[config.mk]
export PLATFORM = sky130hd
export DESIGN_NAME = square_acc
export DESIGN_NICKNAME = d
export VERILOG_FILES = /design/src/rtl/square_acc.sv
export SDC_FILE = /design/constraint.sdc
export NUM_CORES = 1
export LEC_CHECK = 0
export ABC_CLOCK_PERIOD_IN_PS = 9600
export CORE_MARGIN = 2
export CORE_UTILIZATION = 47
export CTS_BUF_LIST = sky130_fd_sc_hd__clkbuf_4
export CTS_CLUSTER_DIAMETER = 120
export DETAILED_ROUTE_END_ITERATION = 6
export DONT_BUFFER_PORTS = 1
export GPL_TIMING_DRIVEN = 0
export MAX_ROUTING_LAYER = met4
export PLACE_DENSITY = 0.72
export SLEW_MARGIN = 20
export SYNTH_ARGS = -nofsm -noshare
export SYNTH_HDL_FRONTEND = slang
export SYNTH_SLANG_ARGS = --single-unit
[constraint.sdc]
create_clock -name clk -period 9.6 [get_ports clk]
set_input_delay 0.96 -clock clk [delete_from_list [all_inputs] [get_ports clk]]
set_output_delay 0.96 -clock clk [all_outputs]
set_load 0.01 [all_outputs]
[src/rtl/square_acc.sv]
`default_nettype none
// ============================================================================
//  Module      : square_acc
//  Description : Two-stage radix-4 Booth squarer/multiplier with a saturating
//                frame accumulator and a valid/ready handshake.
//  Revision    : 1.0
// ============================================================================
module square_acc #(
    parameter int WIDTH     = 16,
    parameter int ACCW      = 40,
    parameter int FRAME_LEN = 256
) (
    input  logic                 clk,
    input  logic                 reset,
    input  logic                 in_valid,
    output logic                 in_ready,
    input  logic [WIDTH-1:0]     in_a,
    input  logic [WIDTH-1:0]     in_b,
    input  logic                 mode,
    input  logic                 acc_en,
    output logic                 out_valid,
    input  logic                 out_ready,
    output logic [2*WIDTH-1:0]   prod,
    output logic                 acc_valid,
    output logic [ACCW-1:0]      acc_out,
    output logic                 acc_ovf
);

    localparam int c_npp  = WIDTH / 2;
    localparam int c_pw   = 2 * WIDTH;
    localparam int c_cntw = $clog2(FRAME_LEN);

    localparam logic [c_cntw-1:0] c_cnt_last = c_cntw'(FRAME_LEN - 1);
    localparam logic [c_cntw-1:0] c_cnt_one  = c_cntw'(1);
    localparam logic [ACCW-1:0]   c_acc_max  = {1'b0, {(ACCW-1){1'b1}}};
    localparam logic [ACCW-1:0]   c_acc_min  = {1'b1, {(ACCW-1){1'b0}}};

    // ------------------------------------------------------------------
    // Stage-1 combinational: Booth recoding of the multiplier
    // ------------------------------------------------------------------
    logic [c_pw-1:0]  w_mcand;
    logic [WIDTH-1:0] w_mplier;
    logic [c_pw-1:0]  w_pp [c_npp];
    logic             w_adv;

    assign w_mcand  = {{WIDTH{in_a[WIDTH-1]}}, in_a};
    assign w_mplier = mode ? in_b : in_a;

    generate
        for (genvar g = 0; g < c_npp; g++) begin : g_booth
            logic [2:0]      w_grp;
            logic [c_pw-1:0] w_mag;

            if (g == 0) begin : g_lsb
                assign w_grp = {w_mplier[1:0], 1'b0};
            end else begin : g_mid
                assign w_grp = w_mplier[2*g+1 -: 3];
            end

            always_comb begin
                case (w_grp)
                    3'b001, 3'b010, 3'b101, 3'b110: w_mag = w_mcand;
                    3'b011, 3'b100:                 w_mag = w_mcand << 1;
                    default:                        w_mag = '0;
                endcase
            end

            assign w_pp[g] = (w_grp[2] ? -w_mag : w_mag) << (2 * g);
        end
    endgenerate

    // ------------------------------------------------------------------
    // Pipeline registers
    // ------------------------------------------------------------------
    logic                r_s1_valid;
    logic                r_s1_acc_en;
    logic [c_pw-1:0]     r_s1_pp [c_npp];
    logic                r_out_valid;
    logic [c_pw-1:0]     r_prod;
    logic                r_acc_valid;
    logic [ACCW-1:0]     r_acc_out;
    logic                r_acc_ovf;
    logic [ACCW-1:0]     r_acc;
    logic                r_ovf;
    logic [c_cntw-1:0]   r_cnt;

    // The partial products already encode operands and mode, so only they travel.
    assign w_adv    = !(r_out_valid && !out_ready);
    assign in_ready = w_adv;

    // ------------------------------------------------------------------
    // Stage-2 combinational: reduction and saturating accumulation
    // ------------------------------------------------------------------
    logic [c_pw-1:0]        w_sum;
    logic signed [ACCW-1:0] w_prod_ext;
    logic [ACCW:0]          w_add;
    logic [ACCW-1:0]        w_acc_nxt;
    logic                   w_ovf_nxt;
    logic                   w_frame_end;

    always_comb begin
        w_sum = '0;
        for (int i = 0; i < c_npp; i++) begin
            w_sum = w_sum + r_s1_pp[i];
        end
    end

    assign w_prod_ext  = ACCW'($signed(w_sum));
    assign w_add       = {r_acc[ACCW-1], r_acc} + {w_prod_ext[ACCW-1], w_prod_ext};
    assign w_frame_end = (r_cnt == c_cnt_last);

    // Once a frame saturates it holds the rail until the next frame loads.
    always_comb begin
        w_acc_nxt = r_acc;
        w_ovf_nxt = r_ovf;
        if (r_cnt == '0) begin
            w_acc_nxt = w_prod_ext;
            w_ovf_nxt = 1'b0;
        end else if (!r_ovf) begin
            if (w_add[ACCW] != w_add[ACCW-1]) begin
                w_acc_nxt = w_add[ACCW] ? c_acc_min : c_acc_max;
                w_ovf_nxt = 1'b1;
            end else begin
                w_acc_nxt = w_add[ACCW-1:0];
            end
        end
    end

    always_ff @(posedge clk or posedge reset) begin
        if (reset) begin
            r_s1_valid  <= 1'b0;
            r_s1_acc_en <= 1'b0;
            r_s1_pp     <= '{default: '0};
            r_out_valid <= 1'b0;
            r_prod      <= '0;
            r_acc_valid <= 1'b0;
            r_acc_out   <= '0;
            r_acc_ovf   <= 1'b0;
            r_acc       <= '0;
            r_ovf       <= 1'b0;
            r_cnt       <= '0;
        end else if (w_adv) begin
            r_s1_valid  <= in_valid;
            if (in_valid) begin
                r_s1_acc_en <= acc_en;
                r_s1_pp     <= w_pp;
            end
            r_out_valid <= r_s1_valid;
            r_acc_valid <= 1'b0;
            if (r_s1_valid) begin
                r_prod <= w_sum;
                if (r_s1_acc_en) begin
                    r_acc <= w_acc_nxt;
                    r_ovf <= w_ovf_nxt;
                    if (w_frame_end) begin
                        r_cnt       <= '0;
                        r_acc_out   <= w_acc_nxt;
                        r_acc_ovf   <= w_ovf_nxt;
                        r_acc_valid <= 1'b1;
                    end else begin
                        r_cnt <= r_cnt + c_cnt_one;
                    end
                end
            end
        end
    end

    assign out_valid = r_out_valid;
    assign prod      = r_prod;
    assign acc_valid = r_acc_valid;
    assign acc_out   = r_acc_out;
    assign acc_ovf   = r_acc_ovf;

endmodule
`default_nettype wire

# [Yosys cells after proc, flatten, opt, wreduce, memory -nomap -nowiden]
# Cells that the tools add are included.
[classes] addsub=17 n_mul=0 div=0 magnitude_cmp=0 n_eq_ne=47 shift=0 muxes=28 n_bitwise=1 n_reduce_logical=23
[ops] op="adder 32 bit" n=7
[ops] op="2-to-1 mux 40 bit" n=4
[ops] op="one-hot mux 32 bit (2 select lines)" n=1
[ops] op="equality test 3 bit (second input constant)" n=21
[ops] op="one-hot mux 30 bit (2 select lines)" n=1
[ops] op="one-hot mux 28 bit (2 select lines)" n=1
[ops] op="one-hot mux 26 bit (2 select lines)" n=1
[ops] op="one-hot mux 24 bit (2 select lines)" n=1
[ops] op="one-hot mux 22 bit (2 select lines)" n=1
[ops] op="equality test 3 x 2 -> 1 bit (second input constant)" n=14
[ops] op="adder 40 x 32 -> 41 bit" n=1
[ops] op="one-hot mux 20 bit (2 select lines)" n=1
[ops] op="one-hot mux 18 bit (2 select lines)" n=1
[ops] op="2-to-1 mux 32 bit" n=1
[ops] op="negation 32 bit" n=1
[ops] op="2-to-1 mux 30 bit" n=1
[ops] op="negation 30 bit" n=1
[ops] op="2-to-1 mux 28 bit" n=1
[ops] op="negation 28 bit" n=1
[ops] op="OR reduction 4 bit" n=7
[ops] op="2-to-1 mux 26 bit" n=1
[ops] op="negation 26 bit" n=1
[ops] op="2-to-1 mux 24 bit" n=1
[ops] op="negation 24 bit" n=1
[ops] op="23 further kinds" n=44
[totals] reg_bits=326 latchBits=0 ram_bits=0 romBits=0 in_bits=38 memories=0

# [Logic depth before layout (Yosys ltp)]
[depth] depth_word=12 ltp_mapped=30 mapped_depth_nobuf=28

# [Least setup slack after synthesis]
# No wires, ideal clock.
[synth_path] path_type="register to register" from="register r_s1_pp[15] in the netlist's numbering" to="register r_acc[18]" setup_ns=0.132 arrival_ns=6.962 slack_ns=2.506 stages_incl_launch_ff=30 path_buffers=2 synth_period_minus_slack_ns=7.094 path_cell_list="dfrtp_1 > inv_1 > fa_1 > inv_1 > fa_1 > fa_1 > inv_1 > fa_1 > inv_1 > ha_1 > a211o_1 > a211o_1 > a211o_1 > a31oi_1 > o31ai_1 > a311oi_1 > xnor2_1 > ha_1 > clkbuf_1 > a21oi_1 > o21ai_1 > a41oi_1 > o21ai_1 > a41oi_1 > and2_1 > mux2_4 > buf_2 > a211oi_1 > a2bb2oi_1 > o21ai_1"
[synth_via] elab_chain_len=6 word_cells_on_any_way=7
[synth_rtl] item="start, declared" line="77" source="logic [c_pw-1:0] r_s1_pp [c_npp];"
[synth_rtl] item="start signal, assigned" line="146" source="r_s1_pp <= w_pp;"
[synth_rtl] item="adder 32 bit *" line="104" source="w_sum = w_sum + r_s1_pp[i];"
[synth_rtl] item="via w_sum[30]" line="94" source="logic [c_pw-1:0] w_sum;"
[synth_rtl] item="adder 40 x 32 -> 41 bit *" line="109" source="assign w_add = {r_acc[ACCW-1], r_acc} + {w_prod_ext[ACCW-1], w_prod_ext};"
[synth_rtl] item="2-to-1 mux 40 bit or != test 1 bit (tied branches)" line="121, 120"
[synth_rtl] item="2-to-1 mux 40 bit *" line="120" source="if (w_add[ACCW] != w_add[ACCW-1]) begin"
[synth_rtl] item="2-to-1 mux 40 bit *" line="119" source="end else if (!r_ovf) begin"
[synth_rtl] item="2-to-1 mux 40 bit *" line="116" source="if (r_cnt == '0) begin"
[synth_rtl] item="end signal, assigned" line="153" source="r_acc <= w_acc_nxt;"
[synth_rtl] item="end, declared" line="83" source="logic [ACCW-1:0] r_acc;"
# The timed path passes the listed nets; every way through them passes the cells marked *.
# A chain may end at the register's enable or synchronous reset.

# [Worst setup path after layout]
[layout_path] from="register r_s1_pp[47] in the netlist's numbering" to="register r_acc[18]"
[layout_via] elab_chain_len=7 word_cells_on_any_way=8
[layout_rtl] item="adder 32 bit * (2 in series)" line="104"
[layout_rtl] item="via w_sum[30]" line="94"
[layout_rtl] item="adder 40 x 32 -> 41 bit *" line="109"
[layout_rtl] item="2-to-1 mux 40 bit or != test 1 bit (tied branches)" line="121, 120"
[layout_rtl] item="2-to-1 mux 40 bit *" line="120"
[layout_rtl] item="2-to-1 mux 40 bit *" line="119"
[layout_rtl] item="2-to-1 mux 40 bit *" line="116"
# Marked as above.

==> summary.md <==
| Metric | Value |
|---|---|
| Status | completed |
| Core area | 55300 µm² |
| Via count | 24248 |
| Antenna-violating nets left | 0 |
| Synth area leader | dfrtp_1 |
| CTS sink count | 326 |
| Placed cell area | 27500 µm² |
| WL final | slightly above 100000 µm |
| Die Y | 241 µm |
| Maximum clock path buffer count | 3 |
| Rel. slew slack | 21.3% |
| Final Net Count | ~3500 |
| Post-cts hold buffer count | 0 |
| I/O pin cnt | 114 |
| Worst slew pin tran | around 1.2 ns |
| Skew-Pair Late Insertion Delay | 0.88 ns |
| HP Class | input port to async pin |
| Avg Inst Size Synth | about 8.5 µm² |
| Pin count of the biggest net entering global routing | 34 |
| RSZ-0062 raised after global routing | false |
| Gate Count Post-Synth | 3087 |
| Post-CTS Setup Bufs | 0 |
| Fin cells | 3993 |
| Commonest cells in the synthesized netlist | nand2_1, inv_1, dfrtp_1 |
| Fin crit period | approximately 8.5 ns |
| Area contributors post-synth | dfrtp_1, fa_1, ha_1, nand2_1, inv_1 |
| DRC errors left | 0 |
| Synth Warn # | 0 |
| Async set or reset register ratio after synthesis | 100% |
| Period utilization | 88.3% |
| CP required | 10.31 ns |
| Worst-path clk slew | ~0.060 ns |
| Routability cong. | 1.09 |
| Synth cell types | 91 |
| Fmax | 118 MHz |
| Count leader, synth | nand2_1 |
| Die area | between 50000 and 60000 µm² |
| Final instance area | 28500 µm² |
| DRT iter0 DRCs | 2670 |
| Placed insts | ~3800 |
| Max Cap Viol | 0 |
| CTS Root Buffer Type | clkbuf_4 |
| Share of layout cells above drive strength 1 | 8.09% |
| Post-synth EDFFs | 0 |
| Area grow syn2layout | 8.26% |
| Resized cells post-CTS | 0 |
| Gr ovfl total | 0 |
| Routed len/inst | 25.3 µm |
| Starting density of the core | 47.6% |
| Slowest cell on the critical path | fa_1 |
| CTS buffer count | 88 |
| CP arrival | 9.19 ns |
| Tot GR Track Use | 36.1% |
| Final hold violation count | 0 |
| Port buffer count | 0 |
| CP peak stage delay | roughly 0.56 ns |
| Setup Viol. Count Final | 0 |
| Worst Setup Start Kind | flip-flop |
| Via-to-Cell Ratio | 6.07 |
| Initial antenna violation count | 5 |
| Depth of the CTS H-tree | 3 |
| Setup tns final | 0 ns |
| Row count | 86 |
| Fin Clk Skew | ~0.064 ns |
| Die Span X | between 200 and 250 µm |
| Critical path endpoint category | flip-flop |
| Placed wire-length estimate | 78700 µm |
| Ys flop type | dfrtp_1 |
| Share of the synthesized area in the top cell type | approximately 31% |
| CP Class | flip-flop to flip-flop |
| Vias in the first global route | approximately 24000 |
| Post-synthesis register bit count | between 300 and 400 |
| TritonCTS clock tree | done |
| First-pass GRT wire length | 150000 µm |
| Fill count | about 5300 |
| Crit path max fanout | 10 |
| Synth Cell Area | 26300 µm² |
| Post-synthesis sequential area ratio | 31.0% |
| Total iterations of the first detailed-routing run | 6 |
| Final Slew Violations | 0 |
| Syn_nets | approximately 3400 |
==> through the flow <==
stage / hold slack, ns / setup slack [ns] / utilization [%]
2_1_floorplan: 0.450 / 2.51 / -
3_3_place_gp: 0.459 / 1.21 / 49.3
3_5_place_dp: 0.466 / 1.21 / 49.8
4_1_cts: 0.000164 / 1.23 / 51.5
5_1_grt: 0.0389 / 0.661 / 51.6
6_report: 0.0269 / 1.12 / 51.6
==> cell usage in the layout (no fill, tap or decap), types with 112 or more instances in the layout <==
cell | Yosys | layout
a21oi_1 | 230 | 230
nand2_1 | 366 | 366
o21ai_0 | 207 | 207
inv_1 | 350 | 349
fa_1 | 132 | 132
dfrtp_1 | 326 | 326
clkbuf_4 | 0 | 112
ha_1 | 112 | 112
nor2_1 | 167 | 167
clkbuf_1 | 166 | 166
==> sequential cells by signal, summed over array words and instances (netlist names) <==
name,count
r_s1_pp,200
acc_out,40
r_acc,40
prod,32
r_cnt,8
acc_ovf,1
acc_valid,1
out_valid,1
r_ovf,1
r_s1_acc_en,1
r_s1_valid,1
==> logic make-up after synthesis <==
logic type / Yosys count / share of synthesized area [%]
compound gates: 977 / 24.2
simple gates: 736 / 12.4
buf+inv: 569 / 8.31
flops: 326 / 31.0
fa+ha+maj: 244 / 15.3
xor+xnor: 161 / 5.42
mux: 74 / 3.26
==> layout make-up <==
cell class / instances / area [µm²] / share of cell area [%]
Antenna cell: 8 / 20.0 / 0.0702
Buffer: 210 / 842 / 2.95
Clock buffer: 112 / 841 / 2.95
Clock inverter: 27 / 126 / 0.443
Inverter: 359 / 1350 / 4.74
Multi-Input combinational cell: 2192 / 16000 / 56.1
Sequential cell: 326 / 8160 / 28.6
Tap cell: 748 / 936 / 3.28
Timing Repair Buffer: 11 / 243 / 0.851
==> worst paths after layout <==
check	cells after the start	endpoint	slack (ns)	start
max in group asynchronous	6	r_s1_pp[61]	8.05	reset
min reg2reg	1	r_s1_pp[181]	0.48	r_s1_pp[181]
max reg2reg	29	r_acc[18]	1.12	r_s1_pp[47]
min in group clk	2	r_s1_acc_en	0.25	acc_en
max	29	r_acc[18]	1.12	r_s1_pp[47]
min	1	acc_out[12]	0.03	reset
==> worst max-delay path, delay by kind of cell (launching register included) <==
family          cells  cell delay [ns]
fa+ha+maj           6             2.80
xor+xnor            1             0.27
mux                 1             0.40
simple gates        1             0.24
buf+inv             6             0.71
compound gates     14             3.50
flops               1             0.41
==> per-layer routing <==
layer,up-vias,GRT usage [%],share of wire (%),routed length (µm)
li1,10914,-,-,-
met1,11791,45.6,40,40700
met2,1280,56.0,46,46400
met3,263,7.62,9.3,9400
met4,0,15.8,4.6,4620
met5,-,-,0,0
Power is not shown: default switching activity piles up to over one toggle a cycle in this logic, so the estimate is an artifact.
